**src/rtl/ram_bist_ctrl.sv**
```systemverilog
// ram_bist_ctrl: march-style built-in self-test sequencer for a DPRAM port.
// Runs write-P / read-P / write-~P / read-~P over every address, where
// P(a) = SEED ^ a, and reports pass, first failing address and a saturating
// mismatch count. Every output, including the RAM strobes, is a register.
// Optional build macro: BIST_STOP_ON_FAIL_EN -- abort the march on the first
// mismatch, discard in-flight reads and finish immediately.
module ram_bist_ctrl #(
    parameter int                    Data_Width   = 8,
    parameter int                    RAM_Depth    = 16,
    parameter int                    READ_LATENCY = 1,
    parameter logic [Data_Width-1:0] SEED         = Data_Width'(8'hA5)
) (
    input  logic                            clk,
    input  logic                            rst,
    input  logic                            start,
    output logic                            busy,
    output logic                            done,
    output logic                            pass,
    output logic [$clog2(RAM_Depth)-1:0]    fail_addr,
    output logic [$clog2(2*RAM_Depth):0]    fail_count,
    output logic                            ram_cs,
    output logic                            ram_oe,
    output logic                            ram_wr_en,
    output logic [$clog2(RAM_Depth)-1:0]    ram_addr,
    output logic [Data_Width-1:0]           ram_data_in,
    input  logic [Data_Width-1:0]           ram_data_out
);

    localparam int AW = $clog2(RAM_Depth);
    localparam int CW = $clog2(2*RAM_Depth) + 1;

    localparam logic [AW-1:0] LAST_ADDR  = AW'(RAM_Depth - 1);
    localparam logic [2:0]    LAST_DRAIN = 3'(READ_LATENCY - 1);
    localparam logic [CW-1:0] COUNT_MAX  = '1;

    localparam logic [2:0] ST_IDLE = 3'd0;
    localparam logic [2:0] ST_W0   = 3'd1;
    localparam logic [2:0] ST_R0   = 3'd2;
    localparam logic [2:0] ST_D0   = 3'd3;
    localparam logic [2:0] ST_W1   = 3'd4;
    localparam logic [2:0] ST_R1   = 3'd5;
    localparam logic [2:0] ST_D1   = 3'd6;
    localparam logic [2:0] ST_FIN  = 3'd7;

    // Test pattern for one address: seed XOR zero-extended address.
    function automatic logic [Data_Width-1:0] pat_word(input logic [AW-1:0] a);
        return SEED ^ Data_Width'(a);
    endfunction

    // Sequencer state; r_addr doubles as the address counter and ram_addr.
    logic [2:0]            r_state;
    logic [AW-1:0]         r_addr;
    logic [2:0]            r_drain;
    logic                  r_busy;
    logic                  r_done;
    logic                  r_pass;
    logic [AW-1:0]         r_fail_addr;
    logic [CW-1:0]         r_fail_count;
    logic                  r_ram_cs;
    logic                  r_ram_oe;
    logic                  r_ram_wr_en;
    logic [Data_Width-1:0] r_ram_data_in;

    // Expected value of the read being issued this cycle (pipeline head).
    logic                  r_rd_valid;
    logic [Data_Width-1:0] r_rd_exp;

    // Compare pipeline: stage READ_LATENCY-1 lines up with ram_data_out.
    logic                  r_pipe_valid [READ_LATENCY];
    logic [AW-1:0]         r_pipe_addr  [READ_LATENCY];
    logic [Data_Width-1:0] r_pipe_exp   [READ_LATENCY];

    logic                  w_accept;
    logic                  w_mismatch;
    logic                  w_flush;
    logic [2:0]            w_state_next;
    logic [AW-1:0]         w_addr_next;
    logic [2:0]            w_drain_next;
    logic [CW-1:0]         w_fail_count_next;
    logic [AW-1:0]         w_fail_addr_next;
    logic                  w_pass_next;
    logic                  w_busy_next;
    logic                  w_done_next;
    logic                  w_cs_next;
    logic                  w_oe_next;
    logic                  w_wr_en_next;
    logic [Data_Width-1:0] w_data_next;
    logic                  w_rd_valid_next;
    logic [Data_Width-1:0] w_rd_exp_next;

    assign w_accept   = (r_state == ST_IDLE) && start;
    assign w_mismatch = r_pipe_valid[READ_LATENCY-1] &&
                        (ram_data_out != r_pipe_exp[READ_LATENCY-1]);

    // Result bookkeeping: clear on an accepted start, count/capture on mismatch.
    always_comb begin
        w_fail_count_next = r_fail_count;
        w_fail_addr_next  = r_fail_addr;
        if (w_accept) begin
            w_fail_count_next = '0;
            w_fail_addr_next  = '0;
        end else if (w_mismatch) begin
            if (r_fail_count != COUNT_MAX)
                w_fail_count_next = r_fail_count + CW'(1);
            if (r_fail_count == '0)
                w_fail_addr_next = r_pipe_addr[READ_LATENCY-1];
        end
    end

    // Phase sequencing: address counter walks each phase, drains wait out reads.
    always_comb begin
        w_state_next = r_state;
        w_addr_next  = r_addr;
        w_drain_next = r_drain;
        w_flush      = 1'b0;
        case (r_state)
            ST_IDLE: begin
                if (start) begin
                    w_state_next = ST_W0;
                    w_addr_next  = '0;
                end
            end
            ST_W0, ST_R0, ST_W1, ST_R1: begin
                if (r_addr == LAST_ADDR) begin
                    w_addr_next  = '0;
                    w_drain_next = '0;
                    case (r_state)
                        ST_W0:   w_state_next = ST_R0;
                        ST_R0:   w_state_next = ST_D0;
                        ST_W1:   w_state_next = ST_R1;
                        default: w_state_next = ST_D1;
                    endcase
                end else begin
                    w_addr_next = r_addr + AW'(1);
                end
            end
            ST_D0, ST_D1: begin
                if (r_drain == LAST_DRAIN) begin
                    w_drain_next = '0;
                    w_state_next = (r_state == ST_D0) ? ST_W1 : ST_FIN;
                end else begin
                    w_drain_next = r_drain + 3'd1;
                end
            end
            ST_FIN:  w_state_next = ST_IDLE;
            default: w_state_next = ST_IDLE;
        endcase
`ifdef BIST_STOP_ON_FAIL_EN
        // First mismatch ends the run: no more accesses, drop in-flight reads.
        if (w_mismatch) begin
            w_state_next = ST_FIN;
            w_addr_next  = '0;
            w_drain_next = '0;
            w_flush      = 1'b1;
        end
`endif
    end

    // Decode the command and status for the cycle the next state occupies.
    always_comb begin
        w_busy_next     = 1'b0;
        w_done_next     = 1'b0;
        w_cs_next       = 1'b0;
        w_oe_next       = 1'b0;
        w_wr_en_next    = 1'b0;
        w_data_next     = '0;
        w_rd_valid_next = 1'b0;
        w_rd_exp_next   = '0;
        w_pass_next     = w_accept ? 1'b0 : r_pass;
        case (w_state_next)
            ST_W0, ST_W1: begin
                w_busy_next  = 1'b1;
                w_cs_next    = 1'b1;
                w_wr_en_next = 1'b1;
                w_data_next  = (w_state_next == ST_W0) ? pat_word(w_addr_next)
                                                       : ~pat_word(w_addr_next);
            end
            ST_R0, ST_R1: begin
                w_busy_next     = 1'b1;
                w_cs_next       = 1'b1;
                w_oe_next       = 1'b1;
                w_rd_valid_next = 1'b1;
                w_rd_exp_next   = (w_state_next == ST_R0) ? pat_word(w_addr_next)
                                                          : ~pat_word(w_addr_next);
            end
            ST_D0, ST_D1: w_busy_next = 1'b1;
            ST_FIN: begin
                w_done_next = 1'b1;
                w_pass_next = (w_fail_count_next == '0);
            end
            default: ;
        endcase
    end

    // Registered state, status and RAM command; reset aborts everything at once.
    always_ff @(posedge clk or posedge rst) begin
        if (rst) begin
            r_state       <= ST_IDLE;
            r_addr        <= '0;
            r_drain       <= '0;
            r_busy        <= 1'b0;
            r_done        <= 1'b0;
            r_pass        <= 1'b0;
            r_fail_addr   <= '0;
            r_fail_count  <= '0;
            r_ram_cs      <= 1'b0;
            r_ram_oe      <= 1'b0;
            r_ram_wr_en   <= 1'b0;
            r_ram_data_in <= '0;
            r_rd_valid    <= 1'b0;
            r_rd_exp      <= '0;
        end else begin
            r_state       <= w_state_next;
            r_addr        <= w_addr_next;
            r_drain       <= w_drain_next;
            r_busy        <= w_busy_next;
            r_done        <= w_done_next;
            r_pass        <= w_pass_next;
            r_fail_addr   <= w_fail_addr_next;
            r_fail_count  <= w_fail_count_next;
            r_ram_cs      <= w_cs_next;
            r_ram_oe      <= w_oe_next;
            r_ram_wr_en   <= w_wr_en_next;
            r_ram_data_in <= w_data_next;
            r_rd_valid    <= w_rd_valid_next;
            r_rd_exp      <= w_rd_exp_next;
        end
    end

    // Shift issued reads down the compare pipeline so the tail meets the data.
    always_ff @(posedge clk or posedge rst) begin
        if (rst) begin
            for (int i = 0; i < READ_LATENCY; i++) begin
                r_pipe_valid[i] <= 1'b0;
                r_pipe_addr[i]  <= '0;
                r_pipe_exp[i]   <= '0;
            end
        end else begin
            for (int i = READ_LATENCY - 1; i > 0; i--) begin
                r_pipe_valid[i] <= r_pipe_valid[i-1] && !w_flush;
                r_pipe_addr[i]  <= r_pipe_addr[i-1];
                r_pipe_exp[i]   <= r_pipe_exp[i-1];
            end
            r_pipe_valid[0] <= r_rd_valid && !w_flush;
            r_pipe_addr[0]  <= r_addr;
            r_pipe_exp[0]   <= r_rd_exp;
        end
    end

    assign busy        = r_busy;
    assign done        = r_done;
    assign pass        = r_pass;
    assign fail_addr   = r_fail_addr;
    assign fail_count  = r_fail_count;
    assign ram_cs      = r_ram_cs;
    assign ram_oe      = r_ram_oe;
    assign ram_wr_en   = r_ram_wr_en;
    assign ram_addr    = r_addr;
    assign ram_data_in = r_ram_data_in;

endmodule

```
**config.mk**
```make
export PLATFORM = sky130hd
export DESIGN_NAME = ram_bist_ctrl
export DESIGN_NICKNAME = d
export VERILOG_FILES = /design/src/rtl/ram_bist_ctrl.sv
export SDC_FILE = /design/constraint.sdc
export NUM_CORES = 1
export LEC_CHECK = 0
export CORE_MARGIN = 2
export CORE_UTILIZATION = 50
export CTS_CLUSTER_DIAMETER = 200
export DETAILED_ROUTE_END_ITERATION = 10
export HOLD_SLACK_MARGIN = 0.15
export PLACE_DENSITY = 0.76
export SLEW_MARGIN = 20
export SYNTH_ARGS = -nofsm -noshare
export SYNTH_HDL_FRONTEND = slang
export SYNTH_SLANG_ARGS = --single-unit
```
**constraint.sdc**
```tcl
create_clock -name clk -period 2.2 [get_ports clk]
set_input_delay 0.44 -clock clk [delete_from_list [all_inputs] [get_ports clk]]
set_output_delay 0.44 -clock clk [all_outputs]
set_load 0.01 [all_outputs]
```
# Yosys cells after proc, flatten, opt, wreduce, memory -nomap -nowiden
# Cells that the tools add are included.
[classes]
add_sub_neg = 3
mul = 0
shifts = 0
eq_ne = 18
n_lt_le_gt_ge = 0
reduce_logical = 18
n_bitwise = 2
muxes = 29
div_mod_pow = 0
[ops]
columns = ["op", "n"]
rows = [
  ["$mux 8", 4],
  ["$eq 3x3->1 const B", 8],
  ["$mux 4", 5],
  ["$mux 6", 3],
  ["$mux 3", 5],
  ["$eq 3x2->1 const B", 4],
  ["$logic_not 6->1", 2],
  ["$pmux 3 s4", 1],
  ["$pmux 3 s3", 1],
  ["$ne 8x8->1", 1],
  ["$not 8->8", 1],
  ["$pmux 4 s2", 1],
  ["$reduce_bool 2->1", 4],
  ["$reduce_or 4->1", 2],
  ["$mux 1", 7],
  ["$add 6x1->6 const B", 1],
  ["$eq 3x1->1 const B", 2],
  ["$logic_not 3->1", 2],
  ["$ne 6x6->1 const B", 1],
  ["$pmux 3 s2", 1],
  ["$reduce_or 2->1", 3],
  ["$reduce_or 6->1", 1],
  ["$add 4x1->4 const B", 1],
  ["$eq 4x4->1 const B", 1],
  ["other kinds (6)", 8],
]
[totals]
inputBits = 11
register_bits = 55
memories = 0
latch_bits = 0
out_inout_bits = 28
word_cells = 86
rom_bits = 0
ramBits = 0

# Depth between registers and ports, before layout
[depth]
word_depth = 7
depth_mapped = 9
depth_no_buf = 8

# Least setup slack after synthesis
# No wires, ideal clock.
[synth_path]
path_kind = "flip-flop to flip-flop"
startpoint = "register r_addr[0], in the netlist ram_addr[0]"
endpoint = "register r_ram_data_in[3], in the netlist ram_data_in[3]"
setup_slack_ns = 0.132
arrival_ns = 1.988
path_stages_with_launch = 8
synth_period_minus_slack_ns = 2.068
path_buffers = 1
required_ns = 2.121
setup_time_ns = 0.079
path_cell_list = "dfrtp_1 -> ha_1 -> nand3_1 -> a22o_1 -> a221o_2 -> or3_1 -> buf_2 -> mux2i_1"
[synth_via]
elab_chain_cells = 6
elab_cells_between_ends = 12
cone_classes = "add/sub (1); eq/ne (3); mux (6); bitwise (1); reduce/logical (1)"
[synth_lines]
columns = ["element", "line_no", "source"]
rows = [
  ["start, declared", "52", "logic [AW-1:0] r_addr;"],
  ["start signal, assigned", "214", "r_addr <= w_addr_next;"],
  ["$add 4x1->4 / $eq 4x4->1 (equally long branches)", "134, 124", ""],
  ["$mux 4 / $mux 3 (equally long branches)", "124", "if (r_addr == LAST_ADDR) begin"],
  ["$pmux 4 s2 / $pmux 3 s4 (equally long branches)", "116", "case (r_state)"],
  ["$not 8->8, or another cell as far along", "176", ": ~pat_word(w_addr_next);"],
  ["$mux 8 / $reduce_or 2->1 (equally long branches)", "n/a", ""],
  ["$mux 8 (*)", "170", "case (w_state_next)"],
  ["via w_data_next[3]", "87", "logic [Data_Width-1:0] w_data_next;"],
  ["end signal, assigned", "224", "r_ram_data_in <= w_data_next;"],
  ["end, declared", "62", "logic [Data_Width-1:0] r_ram_data_in;"],
]
# The timed path passes the listed nets; every way through them passes the cells marked *.
# A chain may end at the register's enable or synchronous reset.

# Final worst setup path
[layout_path]
startpoint = "register r_addr[0], in the netlist ram_addr[0]"
endpoint = "register r_ram_data_in[0], in the netlist ram_data_in[0]"
[layout_via]
elab_chain_cells = 7
elab_cells_between_ends = 14
cone_classes = "add/sub (1); eq/ne (3); mux (7); bitwise (2); reduce/logical (1)"
[layout_lines]
columns = ["element", "line_no", "source"]
rows = [
  ["$add 4x1->4 / $eq 4x4->1 (equally long branches)", "134, 124", ""],
  ["$mux 4", "124", ""],
  ["$pmux 4 s2", "116", ""],
  ["$not 2->4 (no line)", "n/a", ""],
  ["$not 8->8", "176", ""],
  ["$mux 8", "175", "w_data_next = (w_state_next == ST_W0) ? pat_word(w_addr_next)"],
  ["$mux 8 (*)", "170", ""],
  ["via w_data_next[0]", "87", ""],
]
# Marks and branches as above.

==> impl_summary.md <==
Clock tree
The clock-pin transition on the worst setup and hold timing paths is 0.09 ns. The quantity of hold-fixing buffers added after cts is 0. Counting every sink on the clock net gives 49.

TritonCTS created 5 clock buffers. The H-tree was split into 2 levels. The number of gates given a new drive strength after cts is 0. The tree is rooted in a clkbuf_8.

Post-CTS timing repair inserted 0 buffers for setup. TritonCTS built the clock tree. The clock latency at the later pin of the worst-skew pair is 0.30 ns. No sink is reached through more buffers than the 2 on the longest clock path.

Power and ir drop
The reported net switching power is 0.00148 W. The share of total power in the clock network is 18.7%. The internal power is 0.00262 W. In this run the power density over the cells is 1430 nW/um^2. The maximum vdd drop is 0.821 mV. The leakage dissipation is 1.39 nW. The proportion of power drawn by flip-flops and latches is 36.1%. The switching share of power is 36.2%.

The logic gate share of total power is 45.2%. The overall power consumption is 0.00410 W.

Synthesis
Summing the areas of all xor and xnor instances in the mapped netlist gives 3.92% of the synthesized area. The number of flip-flops and latches in the synthesized netlist is 49. The top flip-flop cell by instance count after synthesis is dfrtp_1.

The basic-gate share of the synthesized area counting and, or, nand and nor cells is 18.0%. The portion of the post-synthesis area used by sequential elements is 54.9%. The post-synthesis cell type count is 42.

The per-instance average area after synthesis is 10.6 um^2. The synthesized instance count is 210. The arithmetic-cell share of the synthesized area counting full adders, half adders and majority gates is 2.80%. The synthesized net count is 226. During synthesis, Yosys emitted a total of 0 warnings. The async set or reset register ratio after synthesis is 100%. After synthesis, the share of cell area in mux cells is 5.88%. By area, the combinational part of the netlist is dominated by simple AND/OR/NAND/NOR gates.

The cell area after technology mapping is 2230 um^2. The post-synthesis compound-gate area fraction is 10.2%. In this run, synthesis inferred 0 flip-flops with an integrated enable.

Place
Once detailed placement completed, the half-perimeter wirelength came to 3.14 mm. The instance area after placement is 2740 um^2. At the end of routability-driven placement, the weighted congestion stood at 0.777. The count of buffers added on input and output ports is 38. Once placement completed, the tool counted placed cells totaling 303.

Worst setup path
On the critical path the largest part of the delay comes from compound AO/OA/AOI/OAI gates. STA classifies the critical path endpoint as a register. The critical path's largest stage delay is 0.44 ns. The critical path goes through ha_1 -> nand3_1 -> a22o_1 -> a221o_2 -> or3_1 -> mux2i_1. In this run the worst path has a maximum fanout of 6. The startpoint class of the critical path is a register. Data on the critical path is required at its endpoint by 2.43 ns. The combined buffer and inverter count along the critical path is 0. The worst setup path is of the register to register kind. The slowest stage of the critical path belongs to the cell or3_1.

The data arrival time at the worst-slack endpoint is 2.32 ns.

Timing
The portion of the clock cycle consumed by the worst path in the final layout is 94.9%. The shortest clock period the worst path allows after layout is 2.09 ns. Timing would allow up to 479 MHz.

The final count of pins violating max slew is 0. Setup repair after global routing left no endpoint under its margin. The final-layout setup total negative slack is 0 ns. The slew at the pin closest to its max-slew limit is 0.541 ns.

The worst clock skew is 0.00725 ns. In this run the tightest slew margin relative to its limit is 63.6%. The hold violation count in the final report came to 0. Setup violations remaining at the end of the flow were counted as 0.

GRT
The number of global-route vias before repair came to 1607. Entering global routing, the biggest net connects 50 pins. The total global routing overflow is 0. For this run, the total global-route usage over all layers was measured as 18.4%. The wire length of the first global-routing pass is 7.28 mm.

The initial antenna violation count is 0.

Die
The number of top-level pins is 39. The die footprint is 5020 um^2. The initial utilization of the core area, before any placement, comes to 51.7%. The core region is 4320 um^2. The count of standard-cell rows is 24. The die extent in y is 70.9 um.

From left edge to right edge, the die measures 70.9 um.

Cells and area
The filler cells instantiated in the layout total 374. The final design area excluding fillers is 2880 um^2. The relative area change from synthesis to final layout is 28.7%. The finished layout holds 311 standard cells, fillers aside. Cells fill 66.5% of the core in the end. In the final design database the tool counted 274 nets. The share of cells above drive strength 1 is 11.2%.

The number of antenna diodes in the final layout is 0.

Routing
The number of search-and-repair iterations in the first detailed-routing pass is 4. The iteration-0 DRC count of the detailed router is 112. The uppermost layer routed is met4. The total length of routed met3 wires is 202 um. The total wire length after detailed routing is 4.38 mm. After detailed routing, the wire length on met1 is 1.94 mm. Once detail routing completed, the nets flagged for antenna violations numbered 0. Dividing the detail-routed wire length by the instance count gives 14.1 um.

The total number of vias is 1704. The routed via count divided by cell count is 5.48. For this run, design rule violations remaining after detail routing come to 0. The length of routed met2 wiring is 2.18 mm.

Run
The number of maximum-capacitance constraint violations is 0.

Min path
The worst hold path belongs to the class register to register.

Status
The run finished with clean final reports.
==> layer usage <==
layer | global-route usage (%) | vias up
met3 | 4.70 | 6
met2 | 30.1 | 44
li1 | - | 826
met5 | 0 | -
met4 | 5.87 | 0
met1 | 24.3 | 828
==> power groups by stage <==
| stage | logic [W] | clock network [W] | registers (W) |
|---|---|---|---|
| 3_5_place_dp | 0.00186 | 0 | 0.00149 |
| 4_1_cts | 0.00187 | 0.000777 | 0.00148 |
| 3_3_place_gp | 0.00182 | 0 | 0.00149 |
| 2_1_floorplan | 0.00112 | 0 | 0.00152 |
| 6_report | 0.00185 | 0.000766 | 0.00148 |
| 5_1_grt | 0.00204 | 0.000813 | 0.00152 |
==> registers in the layout (all words and copies together) (netlist names), 3 cells and up <==
| signal | flops |
|---|---|
| ram_addr | 4 |
| r_pipe_exp | 6 |
| r_rd_exp | 6 |
| fail_addr | 4 |
| r_state | 3 |
| ram_data_in | 6 |
| fail_count | 6 |
| r_drain | 3 |
| r_pipe_addr | 4 |
==> through the flow <==
stage / worst slack (ns) / hold slack [ns]
3_3_place_gp: -0.0332 / 0.332
3_5_place_dp: -0.113 / 0.335
6_report: 0.113 / 0.354
5_1_grt: 0.00424 / 0.368
4_1_cts: 0.0892 / 0.355
2_1_floorplan: 0.132 / 0.331
==> area by class of cell <==
cell class                      count  area [um^2]  area share (%)
Multi-Input combinational cell    138          911            31.7
Sequential cell                    49         1230            42.6
Tap cell                           52         65.1            2.26
Clock inverter                      3         68.8            2.39
Timing Repair Buffer               50          483            16.8
Clock buffer                        5         68.8            2.39
Inverter                           14         52.6            1.83
==> cell families (layout without fill, tap and decap cells) <==
logic type,after synthesis,in the layout
AND/OR/NAND/NOR,75,75
flip-flops,49,49
AO/OA/AOI/OAI,35,35
buffers and inverters,23,72
multiplexers,13,13
XOR/XNOR,10,10
adder cells (fa/ha/maj),5,5
==> placed cells by master, fill, tap and decap left out, types with 4 or more instances in the layout <==
master	n
ha_1	5
a21oi_1	5
nor3_1	8
o21ai_0	12
inv_1	13
mux2i_1	12
nand2_1	12
clkbuf_8	5
xor2_1	7
nor2b_1	5
nand3_1	11
and3_1	6
nor2_1	15
clkdlybuf4s50_1	38
buf_4	11
or3_1	4
dfrtp_1	49
==> cell usage after synthesis (3+ instances only) <==
cell type  instances  area, um^2
or3_1              4        25.0
mux2i_1           12         120
clkbuf_1           4        15.0
inv_1             14        52.6
buf_2              3        15.0
nor3_1             8        40.0
o21ai_0           12        60.1
a31oi_1            3        18.8
xnor2_1            3        26.3
nand2_1           12        45.0
nor2_1            15        56.3
ha_1               5        62.6
nand4_1            3        18.8
a21oi_1            5        25.0
and3_1             6        37.5
nand3_1           11        55.1
nor2b_1            5        31.3
xor2_1             7        61.3
dfrtp_1           49        1230
==> final timing paths <==
check	slack, ns	endpoint	depth (start not counted)	startpoint
max	0.11	ram_data_in[0]	6	ram_addr[0]
min	0.35	r_pipe_exp[6]	0	r_rd_exp[6]
max reg2reg	0.11	ram_data_in[0]	6	ram_addr[0]
min reg2reg	0.35	r_pipe_exp[6]	0	r_rd_exp[6]
max in group asynchronous	1.49	fail_addr[1]	3	rst
min in group asynchronous	0.48	fail_count[2]	3	rst
(Power assumes the default switching activity.)
